==> src/rtl/lsu_if.sv <==
// lsu_if: groups the execute-side operation handshake and the data-memory
// request/grant/response bus of the load/store unit.
//   slave  : the view taken by lsu (consumes operations, drives memory requests)
//   master : the view taken by the surrounding stage / memory model
// Signals:
//   valid_in, we_in, funct3_in, addr_in, wdata_in   operation from execute
//   stall_out, done_out, err_out, rdata_out         status/result to pipeline
//   mem_req_out, mem_we_out, mem_addr_out,
//   mem_be_out, mem_wdata_out                       request to data memory
//   mem_gnt_in, mem_rvalid_in, mem_rdata_in         grant/response from memory
interface lsu_if #(parameter int ARCH = 32);
  logic            valid_in;
  logic            we_in;
  logic [2:0]      funct3_in;
  logic [ARCH-1:0] addr_in;
  logic [ARCH-1:0] wdata_in;
  logic            stall_out;
  logic            done_out;
  logic            err_out;
  logic [ARCH-1:0] rdata_out;
  logic            mem_req_out;
  logic            mem_we_out;
  logic [ARCH-1:0] mem_addr_out;
  logic [3:0]      mem_be_out;
  logic [ARCH-1:0] mem_wdata_out;
  logic            mem_gnt_in;
  logic            mem_rvalid_in;
  logic [ARCH-1:0] mem_rdata_in;

  modport slave (
    input  valid_in, we_in, funct3_in, addr_in, wdata_in,
    input  mem_gnt_in, mem_rvalid_in, mem_rdata_in,
    output stall_out, done_out, err_out, rdata_out,
    output mem_req_out, mem_we_out, mem_addr_out, mem_be_out, mem_wdata_out
  );

  modport master (
    output valid_in, we_in, funct3_in, addr_in, wdata_in,
    output mem_gnt_in, mem_rvalid_in, mem_rdata_in,
    input  stall_out, done_out, err_out, rdata_out,
    input  mem_req_out, mem_we_out, mem_addr_out, mem_be_out, mem_wdata_out
  );
endinterface

==> src/rtl/lsu.sv <==
// lsu: RV32I load/store unit. Takes the ALU result as effective address,
// runs a request/grant/response transaction with data memory, formats byte
// enables and lane-replicated store data, and sign/zero-extends load data.
// Misaligned or illegal operations complete with err_out without a request.
// Ports:
//   clk_in  clock, rising edge
//   rst_in  asynchronous active-high reset
//   bus     lsu_if.slave (execute handshake + memory bus)
//
// state | meaning
// ------+--------------------------------------------------------------
// IDLE  | no transaction; may accept an operation when done_out is low
// REQ   | mem_req_out held with stable request until mem_gnt_in
// WAIT  | granted; waiting for mem_rvalid_in to complete the operation
module lsu #(
  parameter int ARCH = 32
) (
  input  logic  clk_in,
  input  logic  rst_in,
  lsu_if.slave  bus
);

  typedef enum logic [1:0] {S_IDLE, S_REQ, S_WAIT} state_t;

  state_t          state, state_n;
  logic            done_q, done_n;
  logic            err_q, err_n;
  logic [ARCH-1:0] rdata_q, rdata_n;
  logic            req_q, req_n;
  logic            we_q, we_n;
  logic [ARCH-1:0] addr_q, addr_n;
  logic [3:0]      be_q, be_n;
  logic [ARCH-1:0] wdata_q, wdata_n;
  logic [2:0]      f3_q, f3_n;
  logic [1:0]      lane_q, lane_n;

  logic            accept;
  logic            size_ok;
  logic            type_ok;
  logic [3:0]      fmt_be;
  logic [ARCH-1:0] fmt_wdata;
  logic [ARCH-1:0] shifted;
  logic [ARCH-1:0] load_val;

  // Done_out blocks re-accept so back-to-back ops get one idle cycle
  // while the upstream stage advances.
  assign accept        = (state == S_IDLE) && bus.valid_in && !done_q;
  assign bus.stall_out = (state != S_IDLE) || accept;

  assign bus.done_out      = done_q;
  assign bus.err_out       = err_q;
  assign bus.rdata_out     = rdata_q;
  assign bus.mem_req_out   = req_q;
  assign bus.mem_we_out    = we_q;
  assign bus.mem_addr_out  = addr_q;
  assign bus.mem_be_out    = be_q;
  assign bus.mem_wdata_out = wdata_q;

  always_comb begin
    size_ok   = 1'b0;
    fmt_be    = 4'b1111;
    fmt_wdata = bus.wdata_in;
    case (bus.funct3_in[1:0])
      2'b00: begin
        size_ok   = 1'b1;
        fmt_be    = 4'b0001 << bus.addr_in[1:0];
        fmt_wdata = {4{bus.wdata_in[7:0]}};
      end
      2'b01: begin
        size_ok   = ~bus.addr_in[0];
        fmt_be    = bus.addr_in[1] ? 4'b1100 : 4'b0011;
        fmt_wdata = {2{bus.wdata_in[15:0]}};
      end
      2'b10: begin
        size_ok = (bus.addr_in[1:0] == 2'b00);
      end
      default: size_ok = 1'b0;
    endcase
    // Stores have no unsigned forms; loads reject 110/111 (011 fails size).
    type_ok = bus.we_in ? ~bus.funct3_in[2] : ~(bus.funct3_in[2] & bus.funct3_in[1]);
  end

  always_comb begin
    shifted  = bus.mem_rdata_in >> {lane_q, 3'b000};
    load_val = shifted;
    case (f3_q)
      3'b000:  load_val = {{24{shifted[7]}}, shifted[7:0]};
      3'b001:  load_val = {{16{shifted[15]}}, shifted[15:0]};
      3'b100:  load_val = {24'h0, shifted[7:0]};
      3'b101:  load_val = {16'h0, shifted[15:0]};
      default: load_val = shifted;
    endcase
  end

  always_comb begin
    state_n = state;
    done_n  = 1'b0;
    err_n   = 1'b0;
    rdata_n = rdata_q;
    req_n   = req_q;
    we_n    = we_q;
    addr_n  = addr_q;
    be_n    = be_q;
    wdata_n = wdata_q;
    f3_n    = f3_q;
    lane_n  = lane_q;
    case (state)
      S_IDLE: begin
        if (accept) begin
          if (size_ok && type_ok) begin
            state_n = S_REQ;
            req_n   = 1'b1;
            we_n    = bus.we_in;
            addr_n  = {bus.addr_in[ARCH-1:2], 2'b00};
            be_n    = fmt_be;
            wdata_n = bus.we_in ? fmt_wdata : '0;
            f3_n    = bus.funct3_in;
            lane_n  = bus.addr_in[1:0];
          end else begin
            done_n = 1'b1;
            err_n  = 1'b1;
          end
        end
      end
      S_REQ: begin
        if (bus.mem_gnt_in) begin
          req_n   = 1'b0;
          state_n = S_WAIT;
        end
      end
      S_WAIT: begin
        if (bus.mem_rvalid_in) begin
          state_n = S_IDLE;
          done_n  = 1'b1;
          if (!we_q) rdata_n = load_val;
        end
      end
      default: state_n = S_IDLE;
    endcase
  end

  always_ff @(posedge clk_in or posedge rst_in) begin
    if (rst_in) begin
      state   <= S_IDLE;
      done_q  <= 1'b0;
      err_q   <= 1'b0;
      rdata_q <= '0;
      req_q   <= 1'b0;
      we_q    <= 1'b0;
      addr_q  <= '0;
      be_q    <= 4'b0000;
      wdata_q <= '0;
      f3_q    <= 3'b000;
      lane_q  <= 2'b00;
    end else begin
      state   <= state_n;
      done_q  <= done_n;
      err_q   <= err_n;
      rdata_q <= rdata_n;
      req_q   <= req_n;
      we_q    <= we_n;
      addr_q  <= addr_n;
      be_q    <= be_n;
      wdata_q <= wdata_n;
      f3_q    <= f3_n;
      lane_q  <= lane_n;
    end
  end

endmodule

==> src/flat_wrapper.sv <==
// flat-port wrapper written by rule: the top's interface ports become plain ports
module lsu_flat 
#(
  parameter int ARCH = 32
)
  (clk_in, rst_in, bus_valid_in, bus_we_in, bus_funct3_in, bus_addr_in, bus_wdata_in, bus_mem_gnt_in, bus_mem_rvalid_in, bus_mem_rdata_in, bus_stall_out, bus_done_out, bus_err_out, bus_rdata_out, bus_mem_req_out, bus_mem_we_out, bus_mem_addr_out, bus_mem_be_out, bus_mem_wdata_out);
  lsu_if #(.ARCH(ARCH)) bus_i ();
  input  logic clk_in;
  input  logic rst_in;
  input wire logic [$bits(bus_i.valid_in)-1:0] bus_valid_in;
  input wire logic [$bits(bus_i.we_in)-1:0] bus_we_in;
  input wire logic [$bits(bus_i.funct3_in)-1:0] bus_funct3_in;
  input wire logic [$bits(bus_i.addr_in)-1:0] bus_addr_in;
  input wire logic [$bits(bus_i.wdata_in)-1:0] bus_wdata_in;
  input wire logic [$bits(bus_i.mem_gnt_in)-1:0] bus_mem_gnt_in;
  input wire logic [$bits(bus_i.mem_rvalid_in)-1:0] bus_mem_rvalid_in;
  input wire logic [$bits(bus_i.mem_rdata_in)-1:0] bus_mem_rdata_in;
  output wire logic [$bits(bus_i.stall_out)-1:0] bus_stall_out;
  output wire logic [$bits(bus_i.done_out)-1:0] bus_done_out;
  output wire logic [$bits(bus_i.err_out)-1:0] bus_err_out;
  output wire logic [$bits(bus_i.rdata_out)-1:0] bus_rdata_out;
  output wire logic [$bits(bus_i.mem_req_out)-1:0] bus_mem_req_out;
  output wire logic [$bits(bus_i.mem_we_out)-1:0] bus_mem_we_out;
  output wire logic [$bits(bus_i.mem_addr_out)-1:0] bus_mem_addr_out;
  output wire logic [$bits(bus_i.mem_be_out)-1:0] bus_mem_be_out;
  output wire logic [$bits(bus_i.mem_wdata_out)-1:0] bus_mem_wdata_out;
  assign bus_i.valid_in = bus_valid_in;
  assign bus_i.we_in = bus_we_in;
  assign bus_i.funct3_in = bus_funct3_in;
  assign bus_i.addr_in = bus_addr_in;
  assign bus_i.wdata_in = bus_wdata_in;
  assign bus_i.mem_gnt_in = bus_mem_gnt_in;
  assign bus_i.mem_rvalid_in = bus_mem_rvalid_in;
  assign bus_i.mem_rdata_in = bus_mem_rdata_in;
  assign bus_stall_out = bus_i.stall_out;
  assign bus_done_out = bus_i.done_out;
  assign bus_err_out = bus_i.err_out;
  assign bus_rdata_out = bus_i.rdata_out;
  assign bus_mem_req_out = bus_i.mem_req_out;
  assign bus_mem_we_out = bus_i.mem_we_out;
  assign bus_mem_addr_out = bus_i.mem_addr_out;
  assign bus_mem_be_out = bus_i.mem_be_out;
  assign bus_mem_wdata_out = bus_i.mem_wdata_out;
  lsu #(.ARCH(ARCH)) u_core (.clk_in(clk_in), .rst_in(rst_in), .bus(bus_i));
endmodule
==> config.mk <==
export PLATFORM = sky130hd
export DESIGN_NAME = lsu_flat
export DESIGN_NICKNAME = d
export VERILOG_FILES = /design/src/rtl/lsu_if.sv /design/src/rtl/lsu.sv /design/src/flat_wrapper.sv
export SDC_FILE = /design/constraint.sdc
export NUM_CORES = 1
export LEC_CHECK = 0
export ABC_AREA = 1
export CORE_ASPECT_RATIO = 0.6
export CORE_MARGIN = 3
export CORE_UTILIZATION = 45
export CTS_BUF_LIST = sky130_fd_sc_hd__clkbuf_16
export DETAILED_ROUTE_END_ITERATION = 10
export PLACE_DENSITY = 0.85
export SYNTH_ARGS = -nofsm -noshare
export SYNTH_HDL_FRONTEND = slang
export SYNTH_SLANG_ARGS = --single-unit
==> constraint.sdc <==
create_clock -name clk_in -period 4.4 [get_ports clk_in]
set_input_delay 0.88 -clock clk_in [delete_from_list [all_inputs] [get_ports clk_in]]
set_output_delay 0.88 -clock clk_in [all_outputs]
set_load 0.05 [all_outputs]
==> run metrics, run 1 <==
drt first pass iters 5; Rel. slew slack 33.28%; most frequent cells in the layout nand2_1, clkdlybuf4s50_1, dfrtp_1, nand3_1, inv_1; VDD IR max 0.5000 mV; adder-cell share of the synthesized area 0%; Clock Root Buffer clkbuf_16; Synth Area in Compound Gates 7.985%; data required time of the worst path 3.52 ns; Rows 30; worst slew pin tran 0.9971 ns; Max Transition Viols Final 0; Routed WL per cell 15.26 um; vias in the first global route 4888; Synth area leader dfrtp_1; Post-CTS Setup Inserts 0; Tot Pwr 6.088 mW; Total GRT Usage 23.70%; clk buf depth 2; CORE AREA 0.01160 mm2; pwr dens 776.2 mW/mm2; Yosys reg bits 109; Yosys Warn Count 0; placed insts 1050; sequential-to-total area share from yosys stat 49.59%; CP endpoint kind output pin; Syn Area/Cell 7.629 um2; Vias per Instance 4.927; status completed; IO Port Bufs 207; Antenna diodes 0; P&R area growth vs syn 42.61%; total die area 0.01363 mm2; CTS Buf Count 9; antenna viol nets, final 0; # setup viols final 0; post-DP HPWL 12.00 mm; Synth area leaders dfrtp_1, nand2_1, nand3_1; RSZ-0062 raised after global routing false; post-cts gate resize count 0; post-layout min period 3.454 ns; layout cells sized above 1 7.837%; Sink Count 109; Synth top area share 49.59%; Worst R2R Path Depth 7; final wirelength 16.27 mm; Worst Hold Class flop to flop; crit path launch type input pin; hold path depth 2; worst r2r src u_core.lane_q[0]; # H-tree levels 3; Non-Filler Instances 1066; Leak 3.827 nW; post-synthesis cell type count 23; DR vias 5252; cts hold-fix bufs 0; Skew-Pair Late Insertion Delay 0.35 ns; largest family of logic cells by synthesized area simple AND/OR/NAND/NOR gates; Post-Synth Simple-Gate Area 33.53%; maximum fanout along the worst path 3; Hold Violations, Final 0; Worst R2R End u_core.bus.rdata_out[14]; setup_tns 0 ns; clk slew on worst S/H paths 0.08 ns; largest net degree at the start of global routing 67; # IOs 210; Synth Area in XOR/XNOR 0%; die height 91.64 um; Min Hold Slack 0.4821 ns; worst path arrival time 2.57 ns; initial antenna violation count 0; critical path class input pin to output pin; Die Wd 148.7 um; Final Skew 0.005488 ns; DR DRC count 0; Final Cycle Share 78.51%; CTS tree built; synthesized instance count 721; Initial Utilization 47.42%; Core Util, Final 67.63%; Hold Path End u_core.bus.mem_addr_out[3]; Reg2Reg Setup Slack 1.62 ns; Nets 1006; mux cell area share after synthesis 0%; fill count 973; maxcap violations 0; first-pass GRT wire length 25.73 mm; commonest non-fill, non-tap cell in the layout nand2_1; Max Clock Freq 0.2895 GHz; hold_sp u_core.bus.mem_addr_out[3]; initial drt markers 477; synthesized area 0.005500 mm2; RD Place Congestion 0.9179; grt ovf 0
metal layers:
metal | GRT usage, % | vias up | wire [um]
met3 | 8.790 | 10 | 1951
li1 | - | 2610 | -
met4 | 3.656 | 0 | 111
met5 | 0 | - | 0
met2 | 34.04 | 248 | 6652
met1 | 34.97 | 2384 | 7554
area by class of cell:
cell class                 instances  area, um2  area share (%)
sequential                       109       2728           34.77
multi-input combinational        513       2298           29.30
inverter                          56      212.7           2.712
clock buffer                       9      225.2           2.871
timing repair buffer             212       2122           27.05
tap                              160      200.2           2.552
clock inverter                     7      57.56          0.7338
cell usage after synthesis:
library cell	instances
or2_2	31
buf_4	11
nand2_1	312
o21ai_0	29
o211ai_1	12
o21ai_2	11
inv_1	53
nor2_2	1
nor2_1	23
nand2_2	1
inv_2	3
clkbuf_1	18
o31ai_1	1
conb_1	1
a21oi_1	10
o21ai_1	10
buf_2	7
nor2_4	1
dfrtp_1	109
nand3_2	2
nand4_1	11
nand3_1	56
buf_6	8
worst max-delay path, cell delays in order:
cell and delay [ns]:
clkdlybuf4s50_1 0.46, nand2_1 0.06, nor2_2 0.18, inv_1 0.12
nand2_1 0.07, clkdlybuf4s50_1 0.79
worst max path at each step:
stage	start	to	slack, ns	cells after the start
after floorplan	rst_in	u_core.bus.done_out	0.65	1
after global placement	bus_valid_in	bus_stall_out	0.99	6
after detailed placement	bus_valid_in	bus_stall_out	0.95	6
after CTS	bus_valid_in	bus_stall_out	0.94	6
after global routing	bus_valid_in	bus_stall_out	0.89	6
final	bus_valid_in	bus_stall_out	0.95	6
kinds of logic after synthesis:
family,Yosys count
buffers and inverters,100
DFF,109
other,1
AOI/OAI and AO/OA,73
and+or+nand+nor,438
where the power goes:
part           internal, mW  switching, mW
Sequential             1.44          0.297
Clock                 0.395          0.390
Combinational          1.16           2.40
through the flow:
| step | instance area [um2] | setup WS, ns |
|---|---|---|
| finish | 7844 | 0.9455 |
| global placement | 7561 | 0.9880 |
| detailed placement | 7561 | 0.9507 |
| floorplan | 5504 | 0.6461 |
| global route | 7844 | 0.8889 |
| CTS | 7844 | 0.9425 |
state kept, by name, summed over array words and instances, names as in the netlist:
register / count
u_core.state: 2
u_core.bus.mem_addr_out: 30
u_core.bus.rdata_out: 32
u_core.bus.mem_be_out: 4
u_core.lane_q: 2
u_core.bus.mem_req_out: 1
u_core.bus.done_out: 1
u_core.bus.mem_we_out: 1
u_core.bus.err_out: 1
u_core.bus.mem_wdata_out: 32
u_core.f3_q: 3
(Power assumes the default switching activity.)
==> run 2: changes to the inputs <==
--- a/config.mk
+++ b/config.mk
@@ -8,10 +8,10 @@
 export ABC_AREA = 1
 export CORE_ASPECT_RATIO = 0.6
 export CORE_MARGIN = 3
-export CORE_UTILIZATION = 45
+export CORE_UTILIZATION = 40
 export CTS_BUF_LIST = sky130_fd_sc_hd__clkbuf_16
 export DETAILED_ROUTE_END_ITERATION = 10
-export PLACE_DENSITY = 0.85
+export PLACE_DENSITY = 0.8
 export SYNTH_ARGS = -nofsm -noshare
 export SYNTH_HDL_FRONTEND = slang
 export SYNTH_SLANG_ARGS = --single-unit
==> constraint.sdc (replaced) <==
create_clock -name clk_in -period 2.97 [get_ports clk_in]
set_input_delay 0.594 -clock clk_in [delete_from_list [all_inputs] [get_ports clk_in]]
set_output_delay 0.594 -clock clk_in [all_outputs]
set_load 0.05 [all_outputs]
==> run metrics, run 2 (same netlist as run 1, synthesis figures left out) <==
crit path launch type input pin; VDD IR max 0.6945 mV; Post-CTS Setup Inserts 0; Max Clock Freq 0.4269 GHz; IO Port Bufs 207; antenna viol nets, final 0; data required time of the worst path 2.38 ns; initial drt markers 384; Routed WL per cell 15.84 um; Worst Hold Class flop to flop; Initial Utilization 41.88%; Die Wd 157.4 um; worst path arrival time 1.75 ns; DR DRC count 0; final wirelength 17.17 mm; die height 96.83 um; cts hold-fix bufs 0; vias in the first global route 5037; CP endpoint kind output pin; Worst R2R End u_core.bus.rdata_out[21]; grt ovf 0; Final Skew 0.008854 ns; Rows 32; post-cts gate resize count 0; Reg2Reg Setup Slack 1.13 ns; CORE AREA 0.01313 mm2; critical path class input pin to output pin; hold path depth 2; Rel. slew slack 54.28%; critical-path cell list clkdlybuf4s50_1, nand2_1, nor2_2, inv_1, nand2_1, buf_12; RSZ-0062 raised after global routing false; final setup margin 0.6274 ns; Final Cycle Share 78.88%; clk slew on worst S/H paths 0.07 ns; commonest non-fill, non-tap cell in the layout nand2_1; pwr dens 1151 mW/mm2; Skew-Pair Late Insertion Delay 0.34 ns; fill count 1219; Clock Root Buffer clkbuf_16; post-DP HPWL 12.97 mm; Crit. Startpoint bus_valid_in; Slowest-stage cell, CP clkdlybuf4s50_1; CTS tree built; status completed; # H-tree levels 3; layout cells sized above 1 8.643%; RD Place Congestion 0.8875; Nets 1014; Max Transition Viols Final 0; Core Util, Final 60.87%; first-pass GRT wire length 26.90 mm; Hold Path End u_core.bus.mem_addr_out[13]; most used cell, CP nand2_1; Slowest Stage Delay on Critical Path 0.49 ns; # setup viols final 0; CTS Buf Count 9; Antenna diodes 0; clk buf depth 2; worst r2r src u_core.lane_q[1]; DR vias 5285; worst slew pin tran 0.6832 ns; total die area 0.01524 mm2; maximum fanout along the worst path 3; Vias per Instance 4.875; Worst R2R Path Depth 7; setup_tns 0 ns; post-layout min period 2.343 ns; initial antenna violation count 0; hold_sp u_core.bus.mem_addr_out[13]; post-place setup slack 0.5136 ns; P&R area growth vs syn 45.34%; Leak 3.885 nW; largest net degree at the start of global routing 54; Sink Count 109; maxcap violations 0; # IOs 210; drt first pass iters 5; most frequent cells in the layout nand2_1, clkdlybuf4s50_1, dfrtp_1, nand3_1, inv_1; Total GRT Usage 22.22%; Hold Violations, Final 0
-- run 2: final cells by class --
| class | count | area [um2] | share of cell area (%) |
|---|---|---|---|
| clock buffer | 9 | 225.2 | 2.817 |
| clock inverter | 7 | 73.82 | 0.9235 |
| inverter | 56 | 214.0 | 2.676 |
| multi-input combinational | 513 | 2298 | 28.75 |
| sequential | 109 | 2728 | 34.12 |
| tap | 170 | 212.7 | 2.661 |
| timing repair buffer | 220 | 2242 | 28.05 |
-- run 2: worst max path at each step --
stage / endpoint / slack, ns / cells past startpoint
floorplan: u_core.bus.done_out / 1.06 / 1
global placement: bus_stall_out / 0.60 / 6
detailed placement: u_core.bus.mem_wdata_out[6] / 0.51 / 7
CTS: bus_stall_out / 0.61 / 6
global route: bus_stall_out / 0.55 / 6
finish: bus_stall_out / 0.63 / 6
-- run 2: worst max-delay path, delay by kind of cell --
| family | cells | cell delay [ns] |
|---|---|---|
| buf+inv | 3 | 0.75 |
| simple gates | 3 | 0.40 |
-- run 2: report_power, final --
| part | internal (mW) | switching (mW) | leakage [nW] |
|---|---|---|---|
| logic | 1.77 | 3.66 | 2.38 |
| registers | 2.14 | 0.401 | 1.36 |
| clock network | 0.660 | 0.566 | 0.143 |
| total | 4.57 | 4.63 | 3.88 |
-- run 2: per-layer routing --
| layer | global-route usage, % | up-vias | part of all wire (%) |
|---|---|---|---|
| li1 | - | 2629 | - |
| met1 | 33.43 | 2372 | 47 |
| met2 | 29.97 | 264 | 39 |
| met3 | 9.388 | 20 | 13 |
| met4 | 3.867 | 0 | 1.2 |
| met5 | 0 | - | 0 |
-- run 2: per-stage QoR --
stage          cell area (um2)  power, mW  hold slack [ns]  std cells
2_1_floorplan             5508      6.103           0.4732        722
3_3_place_gp              7695      7.939           0.4629       1068
3_5_place_dp              7695      7.987           0.4657       1068
4_1_cts                   7994      9.258           0.4860       1084
5_1_grt                   7994      9.716           0.5020       1084
6_report                  7994      9.202           0.4809       1084
==> edit: new RTL, settings of run 2 <==
Re-encode `state_t` (3 states) as one-hot, 3 bits wide.
--- a/src/rtl/lsu.sv
+++ b/src/rtl/lsu.sv
@@ -20,7 +20,7 @@
   lsu_if.slave  bus
 );
 
-  typedef enum logic [1:0] {S_IDLE, S_REQ, S_WAIT} state_t;
+  typedef enum logic [2:0] {S_IDLE = 3'b001, S_REQ = 3'b010, S_WAIT = 3'b100} state_t;
 
   state_t          state, state_n;
   logic            done_q, done_n;
Behaviour: same outputs for any inputs over 4 cycles, from zero or initial values and one cycle with rst_in high; so few cycles prove little.
==> edit against run 2 <==
- clock power fell by 7%
- cell area fell by 0.14%
- combinational power is 13% lower
- area after synthesis unchanged
- maximum frequency is 2.5% higher
- setup slack better by 0.056 ns
- critical endpoint unchanged
- wire length down 0.66%
- sequential cell count is 1 higher
- total power fell by 9.2%
==> edit: results (changes against run 2) <==
| Metric | Value |
|---|---|
| Clock slew seen by the registers of the worst setup and hold paths | 0.08 ns |
| Post-synthesis mux area share | 0% (unchanged) |
| Distinct cell type count after synthesis | 30 (+30%) |
| Post-Synth XOR/XNOR Area | 0% (unchanged) |
| Synth cell count leaders | nand2_1 (260), dfrtp_1 (109), inv_1 (69) |
| Post-Route M1 WL | 7920 microns (-2.2%) |
| Hold WC Path Type | flip-flop to flip-flop |
| # resized after CTS | 0 (unchanged) |
| Routed met3 length | 2040 microns (-5.7%) |
| H-tree lvl count | 3 (unchanged) |
| Ant diodes | 0 (unchanged) |
| Largest net degree at the start of global routing | 48 (-11%) |
| Worst VDD drop | 0.708 mV (+1.9%) |
| Synth Area in Compound Gates | 10.8% (+2.8 points) |
| Max Used Layer | met4 |
| Synth Area in Adders | 0% (unchanged) |
| GRT Util Overall | 22.3% (+0.031 points) |
| Synth Warn # | 0 (unchanged) |
| Clk_lat worst skew | 0.34 ns (about the same) |
| CTS Buffer Depth | 2 (unchanged) |
| HPWL Detailed | 12,900 microns (-0.88%) |
| Max FO, Critical Path | 4 (+1) |
| Via count | 5,377 (+1.7%) |
| DRT iter0 DRCs | 403 (+4.9%) |
| Final Wtd Congestion | 0.874 (-1.5%) |
| Number of CTS-inserted buffers | 9 (unchanged) |
| Crit-path slowest cell | clkdlybuf4s50_1 |
| Fillers | 1,203 (-1.3%) |
| DR WL met2 | 7000 microns (+4.4%) |
| Total Routed Length | 17,100 microns (-0.66%) |
| Slew headroom | 52.6% (-1.7 points) |
| First-pass DRT Iterations | 5 (unchanged) |
| Max stage delay on crit path | 0.46 ns (-0.03 ns) |
| Root Buffer | clkbuf_16 |
| Number of global-route vias before repair | 5,147 (+2.2%) |
| Setup WS pre-CTS | 0.484 ns (-0.0298 ns) |
| First-pass GRT wire length | 27,300 microns (+1.3%) |
| Met1 usage | 33.1% (-0.36 points) |
| Seq/Total Area, Yosys | 50.1% (+0.48 points) |
| Net count, final | 1,024 (+0.99%) |
| Initial antenna violation count | 0 (unchanged) |
| Critical Path AT | 1.69 ns (-0.06 ns) |
| Dominant cells by area after synthesis | dfrtp_1 (50%), nand2_1 (18%), o21ai_0 (5.9%) |
| Status | complete, no violations |
| PortBufs | 207 (unchanged) |
| Placed Area | 0.00771 sq mm (+0.18%) |
| Final Skew | 0.0110 ns (+0.00215 ns) |
| Met2 Track Usage GR | 31.3% (+1.4 points) |
| Synth async-reset ratio | 100% (unchanged) |
| GRT met3 Usage | 8.85% (-0.54 points) |
| Layout cells sized above 1 | 8.12% (-0.53 points) |
| Leak | 4.07 nW (+4.6%) |
| Post-CTS Repair Setup Buffers | 0 (unchanged) |
edit: cell count changes in the layout (fill, tap and decap cells not counted), moves of 8 or more:
cell	change
nand2_1	-52
o21ai_0	+36
o21ai_2	-11
nand4_1	-10
o21a_1	+8
o21ai_1	+11
inv_1	+16
o211ai_1	-12
nand3_1	-18
nor2_1	+26
edit: worst paths after layout:
check,start,endpoint,slack (ns),cells past startpoint
worst max-delay path,bus_valid_in,bus_stall_out,0.68,6
min in group asynchronous,rst_in,u_core.bus.mem_wdata_out[6],0.61,2
worst min-delay path,u_core.bus.mem_addr_out[18],u_core.bus.mem_addr_out[18],0.47,2
worst max register to register,u_core.lane_q[0],u_core.bus.rdata_out[19],0.99,7
max in group asynchronous,rst_in,u_core.state[0],1.69,3
worst min register to register,u_core.bus.mem_addr_out[18],u_core.bus.mem_addr_out[18],0.47,2
edit: cell type report:
type | count | area [sq um] | area share (%)
clock inverters | 7 | 48.8 | 0.611
multi-input cells | 502 | 2240 | 28.0
repair buffers | 222 | 2220 | 27.8
well taps | 170 | 213 | 2.66
clock buffers | 9 | 225 | 2.82
inverters | 74 | 284 | 3.56
flip-flops and latches | 110 | 2750 | 34.5
edit: power by group:
group	total, mW	internal, mW	switching, mW
registers	2.45	2.08	0.374
clock network	1.14	0.571	0.569
logic	4.76	1.52	3.24
edit: critical path, delay by kind of cell:
kind	cells	cell delay [ns]
buffers and inverters	3	0.71
and+or+nand+nor	3	0.37
edit: through the flow:
step / std cells / utilization, % / hold WS (ns) / power (mW)
floorplan: 724 / - / 0.482 / 5.55
global placement: 1078 / 58.7 / 0.453 / 7.18
detailed placement: 1078 / 58.7 / 0.458 / 7.23
CTS: 1094 / 60.8 / 0.476 / 8.40
global route: 1094 / 60.8 / 0.501 / 8.82
finish: 1094 / 60.8 / 0.471 / 8.36
